===== src/rtl/mfp_bot_evt_sync.sv =====
// Multi-channel Rojobot update synchroniser: per-channel edge detect, BotInfo
// snapshot, pending/overrun tracking, and one prioritised maskable interrupt.
module mfp_bot_evt_sync #(
  parameter int unsigned N_CH        = 4,
  parameter int unsigned SYNC_STAGES = 2,
  parameter int unsigned DATA_W      = 32,
  parameter int unsigned ID_W        = 2
) (
  input  logic                   SI_ClkIn,
  input  logic                   SI_Reset_N,
  input  logic [N_CH-1:0]        IO_BotUpdt,
  input  logic [N_CH*DATA_W-1:0] IO_BotInfo_in,
  input  logic [N_CH-1:0]        IO_IntMask,
  input  logic                   IO_INT_ACK,
  input  logic [ID_W-1:0]        IO_AckId,
  input  logic                   IO_OvrClr,
  output logic                   IO_BotUpdt_Sync,
  output logic [ID_W-1:0]        IO_IntId,
  output logic [DATA_W-1:0]      IO_BotInfo,
  output logic [N_CH-1:0]        IO_Pending,
  output logic [N_CH-1:0]        IO_Overrun
);

  logic [SYNC_STAGES-1:0] sync_q [N_CH];
  logic [DATA_W-1:0]      snap_q [N_CH];
  logic [N_CH-1:0]        sync_last_c;
  logic [N_CH-1:0]        edge_q;
  logic [N_CH-1:0]        evt_c;
  logic [N_CH-1:0]        ack_c;
  logic [N_CH-1:0]        pend_q;
  logic [N_CH-1:0]        ovr_q;
  logic [N_CH-1:0]        req_c;
  logic [ID_W-1:0]        nxt_id_c;
  logic [DATA_W-1:0]      nxt_info_c;

  // Last sync stage and ID-addressed acknowledge decode per channel
  always_comb begin
    sync_last_c = '0;
    ack_c       = '0;
    for (int k = 0; k < int'(N_CH); k++) begin
      sync_last_c[k] = sync_q[k][SYNC_STAGES-1];
      ack_c[k]       = IO_INT_ACK && (IO_AckId == ID_W'(k));
    end
  end

  assign evt_c = sync_last_c & ~edge_q;
  assign req_c = pend_q & IO_IntMask;

  // Synchroniser chains and rising-edge history
  always_ff @(posedge SI_ClkIn or negedge SI_Reset_N) begin
    if (!SI_Reset_N) begin
      for (int k = 0; k < int'(N_CH); k++) sync_q[k] <= '0;
      edge_q <= '0;
    end else begin
      for (int k = 0; k < int'(N_CH); k++)
        sync_q[k] <= {sync_q[k][SYNC_STAGES-2:0], IO_BotUpdt[k]};
      edge_q <= sync_last_c;
    end
  end

  // An ack coinciding with a new event consumes the old one, so no overrun
  always_ff @(posedge SI_ClkIn or negedge SI_Reset_N) begin
    if (!SI_Reset_N) begin
      pend_q <= '0;
      ovr_q  <= '0;
    end else begin
      pend_q <= evt_c | (pend_q & ~ack_c);
      ovr_q  <= (ovr_q & {N_CH{~IO_OvrClr}}) | (evt_c & pend_q & ~ack_c);
    end
  end

  // BotInfo is stable while the strobe is high, so the late capture is safe
  always_ff @(posedge SI_ClkIn or negedge SI_Reset_N) begin
    if (!SI_Reset_N) begin
      for (int k = 0; k < int'(N_CH); k++) snap_q[k] <= '0;
    end else begin
      for (int k = 0; k < int'(N_CH); k++)
        if (evt_c[k]) snap_q[k] <= IO_BotInfo_in[k*DATA_W +: DATA_W];
    end
  end

  // Lowest-index masked pending channel wins; ID and data selected together
  always_comb begin
    nxt_id_c   = '0;
    nxt_info_c = snap_q[0];
    for (int k = int'(N_CH) - 1; k >= 0; k--) begin
      if (req_c[k]) begin
        nxt_id_c   = ID_W'(k);
        nxt_info_c = snap_q[k];
      end
    end
  end

  always_ff @(posedge SI_ClkIn or negedge SI_Reset_N) begin
    if (!SI_Reset_N) begin
      IO_BotUpdt_Sync <= 1'b0;
      IO_IntId        <= '0;
      IO_BotInfo      <= '0;
    end else begin
      IO_BotUpdt_Sync <= |req_c;
      IO_IntId        <= nxt_id_c;
      IO_BotInfo      <= nxt_info_c;
    end
  end

  assign IO_Pending = pend_q;
  assign IO_Overrun = ovr_q;

endmodule


===== config.mk =====
export PLATFORM = sky130hd
export DESIGN_NAME = mfp_bot_evt_sync
export DESIGN_NICKNAME = d
export VERILOG_FILES = /design/src/rtl/mfp_bot_evt_sync.sv
export SDC_FILE = /design/constraint.sdc
export NUM_CORES = 1
export LEC_CHECK = 0
export CORE_MARGIN = 2
export CORE_UTILIZATION = 31
export CTS_CLUSTER_DIAMETER = 40
export DETAILED_ROUTE_END_ITERATION = 10
export PLACE_DENSITY_LB_ADDON = 0.2
export RECOVER_POWER = 50
export SLEW_MARGIN = 20
export SYNTH_ARGS = -nofsm -noshare
export SYNTH_HDL_FRONTEND = slang
export SYNTH_SLANG_ARGS = --single-unit

===== constraint.sdc =====
create_clock -name SI_ClkIn -period 3.49 [get_ports SI_ClkIn]
set_input_delay 0.698 -clock SI_ClkIn [delete_from_list [all_inputs] [get_ports SI_ClkIn]]
set_output_delay 0.698 -clock SI_ClkIn [all_outputs]
set_load 0.02 [all_outputs]

* After elaboration in Yosys (flattened, before gate mapping) *
Index checks and enable logic that the tools add are counted.

word-level totals
  flip-flop bits (word level) = 183
  latch bits = 0
  bits in writable memories = 0
  memory bits (read-only) = 0
  input port bits = 142
  output and inout bits = 43
  word-level logic and storage cells = 42
  memories = 0

cells by class
  add/sub/neg operators = 0
  multipliers = 0
  divide/modulo/power cells = 0
  $lt $le $gt $ge = 0
  equal/unequal tests = 3
  shifts and indexed selects = 0
  mux-type cells = 8
  bitwise logic cells = 11
  reduce and logical (&&, ||, !) cells = 6

operators with widths
  kind                                                  count
  2-to-1 mux 32 bit                                     4
  bitwise AND 4 bit                                     6
  2-to-1 mux 2 bit                                      4
  NOT 4 bit                                             2
  OR 4 bit                                              2
  equality test 2 bit (second input constant)           2
  logical AND 1 bit                                     4
  OR reduction 4 bit                                    1
  equality test 2 x 1 -> 1 bit (second input constant)  1
  logical NOT 2 bit                                     1
  NOT 1 bit                                             1

* Longest topological paths before layout *
  word-level depth = 5
  mapped depth = 6

* Least setup slack after synthesis *
OpenSTA, ideal clock, no wires.

  path type = in2reg
  start = in IO_IntMask[2]
  end = reg IO_BotInfo[13]
  setup time = 0.142 ns
  arrival time = 1.562 ns
  required time = 3.348 ns
  slack = 1.786 ns
  cell stages on the path = 6
  path buffers = 2
  path through = and2_4 buf_6 buf_6 a211o_1 o21ai_2 a221oi_2

on the way
  cells in the longest elaborated chain, start to end = 4

RTL lines
  element                          line  source
  from (decl)                      13    input logic [N_CH-1:0] IO_IntMask,
  bitwise AND 4 bit                47    assign req_c = pend_q & IO_IntMask;
  2-to-1 mux 32 bit (3 in series)  87    if (req_c[k]) begin
  via nxt_info_c[13]               34    logic [DATA_W-1:0] nxt_info_c;
  to (signal assigned)             102   IO_BotInfo <= nxt_info_c;
  to (decl)                        19    output logic [DATA_W-1:0] IO_BotInfo,

The timed path passes the listed nets, and every way through them passes these cells.
A chain may end at the register's enable or synchronous reset.

* Worst setup path after layout *
  start = in IO_IntMask[1]
  end = reg IO_BotInfo[29]

on the way
  cells in the longest elaborated chain, start to end = 3

RTL lines
  element                          line
  bitwise AND 4 bit                47
  2-to-1 mux 32 bit (2 in series)  87
  via nxt_info_c[29]               34

The timed path passes the listed nets, and every way through them passes these cells.

==> metrics <==
status finished with violations; violated checks capacitance limit, slew limit; fin area 10300 µm²; hold_buf cts 0; top cell type's share of synthesized area 59.9%; area grow syn2layout 34.7%; final worst-path cycle share roughly three quarters; Setup crit start kind input pin; Req. time, crit path 3780 ps; initial antenna violation count 0; H-tree depth 4; PwrDens around 550 nW/µm²; Post-synth EDFFs 0; placed cell count 1255; post-synthesis sequential area ratio 59.9%; Core ar. 24200 µm²; row count between 50 and 60; Layout Cells excl Fill 1287; Tmin final 2550 ps; clock slew at reported path FFs 70 ps; largest net degree at the start of global routing 94; synth warn 0; Hold Crit Class flip-flop to flip-flop; synthesized cell area 7650 µm²; ANT nets after route 0; PortBufs ~180; Post-synth ARST share 100%; DRC Markers 0; layout cell share with drive strength beyond 1 8.93%; setup_tns 0 ps; n_diodes 0; Worst Path Max Fanout 20; Die X 161 µm; Avg Cell Area, Syn about 9.6 µm²; Routed WL 23200 µm; vias in the first global route 6294; vias per inst 4.67; Cells after Synth 795; Nets roughly 1100; Post-synth top cells 406 x nand2_1, 183 x dfrtp_1, 37 x clkbuf_1, 29 x a221oi_2, 27 x o21ai_0; Pre-antenna DRT Iters 4; Tightest Pin Transition 2430 ps; post-CTS setup buffer count 0; Max Cap Viol 5; gpl congestion 0.724; Hold Path End sync_last_c[3]$_DFF_PN0_; Yosys cell types 28; final setup fails 0; final global-route overflow total 0; reg2reg end IO_BotInfo[29]$_DFF_PN0_; post-synth top area cell dfrtp_1; DPL Wire Length 15000 µm; global-route wire length before repair approximately 37000 µm; Pleak 4.84 nW; RSZ-0062 raised after global routing no; worst skew pair latency 430 ps; post-DR wirelength/cell 18.0 µm; R2R setup slack 1210 ps; routed vias 6012; reg2reg path depth 4; CTS Buf Count 17; Final Hold Viols 0; Main synth FF type dfrtp_1; I/O Pins 185; CTS root buffer clkbuf_16; crit path DAT approximately 2900 ps; FMAX just under 400 MHz; Slew HR -62.2%; initial core utilization 31.5%; CTS tree built; worst hold path stage count 0; Clock Sinks 183; Worst VDD drop 0.000224 V; GRT Util Overall around a fifth; die area 25900 µm²; Setup CP Type input pin to flip-flop; Worst Skew 9.70 ps; Area after DPL between 9000 and 10000 µm²; hold path start sync_q[0]$_DFF_PN0_; clock tree buffer depth 2; most common cell in the netlist nand2_1; Worst setup EP type flip-flop; syn_nets 937; top post-synthesis cells by area dfrtp_1 60%, nand2_1 20%, a221oi_2 5.7%, o2bb2ai_1 2.3%, clkbuf_1 1.8%; FF-to-FF Start IO_Pending[1]$_DFF_PN0_; starting DRC count in detailed routing roughly 330; post-synthesis register bit count between 150 and 200; # resized after CTS 0; Max Slew Vio Count between 200 and 250; die height 161 µm
registers in the layout, summed over array words and instances (netlist names):
register / cells
sync_last_c: 4
IO_BotUpdt_Sync: 1
IO_BotInfo: 32
sync_q: 4
edge_q: 4
IO_IntId: 2
snap_q: 128
IO_Pending: 4
IO_Overrun: 4
layout make-up:
| type | instances | area, µm² |
|---|---|---|
| fill | 2384 | 13900 |
| clock buffer | 18 | 429 |
| multi-input combinational | 552 | 2800 |
| clock inverter | 14 | 143 |
| tap | 324 | 405 |
| inverter | 5 | 18.8 |
| sequential | 183 | 4580 |
| timing repair buffer | 191 | 1930 |
cell families (layout without fill, tap and decap cells):
logic type,count (synthesis),in the layout,share of synthesized area (%)
simple gates,434,434,22.1
compound gates,118,118,13.9
flops,183,183,59.9
buf+inv,60,228,4.12
through the flow:
stage               hold slack, ps  power [mW]  util (%)  setup WS, ps
floorplan                      331        3.21         -          1790
global placement               333        3.80      40.2           792
detailed placement             337        3.81      40.2           796
CTS                            354        5.74      42.6          1240
global route                   360        5.95      42.5           566
finish                         351        5.66      42.5           936
power breakdown:
part           switching, mW  internal [mW]
logic                  0.614          0.541
clock network          0.898           1.01
registers              0.189           2.41
cell usage in the layout (no fill, tap or decap), types with 2 or more instances in the layout:
cell,instances
dfrtp_1,183
a221oi_1,3
nand2_1,405
inv_6,3
nand2b_1,5
a211o_1,12
o21ai_2,8
o22ai_1,16
inv_1,5
a221oi_2,29
buf_12,3
dlygate4sd3_1,4
nor2_1,12
buf_4,4
clkinv_4,2
inv_8,3
clkbuf_16,17
o2bb2ai_1,20
nor2b_4,4
clkdlybuf4s50_1,179
clkinvlp_4,4
o21ai_0,27
nand2_2,2
layer usage:
layer / vias up / GRT usage (%) / share of wire [%]
li1: 2904 / - / -
met1: 2925 / 26.5 / 48
met2: 167 / 29.5 / 46
met3: 16 / 3.57 / 5.0
met4: 0 / 4.38 / 1.1
met5: - / 0 / 0
worst max-delay path by stage:
stage	cells past startpoint	endpoint	slack, ps	from
finish	5	IO_BotInfo[29]$_DFF_PN0_	940	IO_IntMask[1]
global route	1	snap_q[117]$_DFFE_PN0P_	570	SI_Reset_N
CTS	5	IO_BotInfo[29]$_DFF_PN0_	1240	IO_IntMask[1]
detailed placement	5	IO_BotInfo[29]$_DFF_PN0_	800	IO_IntMask[1]
global placement	5	IO_BotInfo[29]$_DFF_PN0_	790	IO_IntMask[1]
floorplan	6	IO_BotInfo[13]$_DFF_PN0_	1790	IO_IntMask[2]
worst max-delay path: stages:
cell	delay, ps
clkdlybuf4s50_1	420
nand2_1	620
nand4b_1	740
nand2_1	280
a221oi_2	80
No activity file was read; power rests on OpenSTA's default activity.
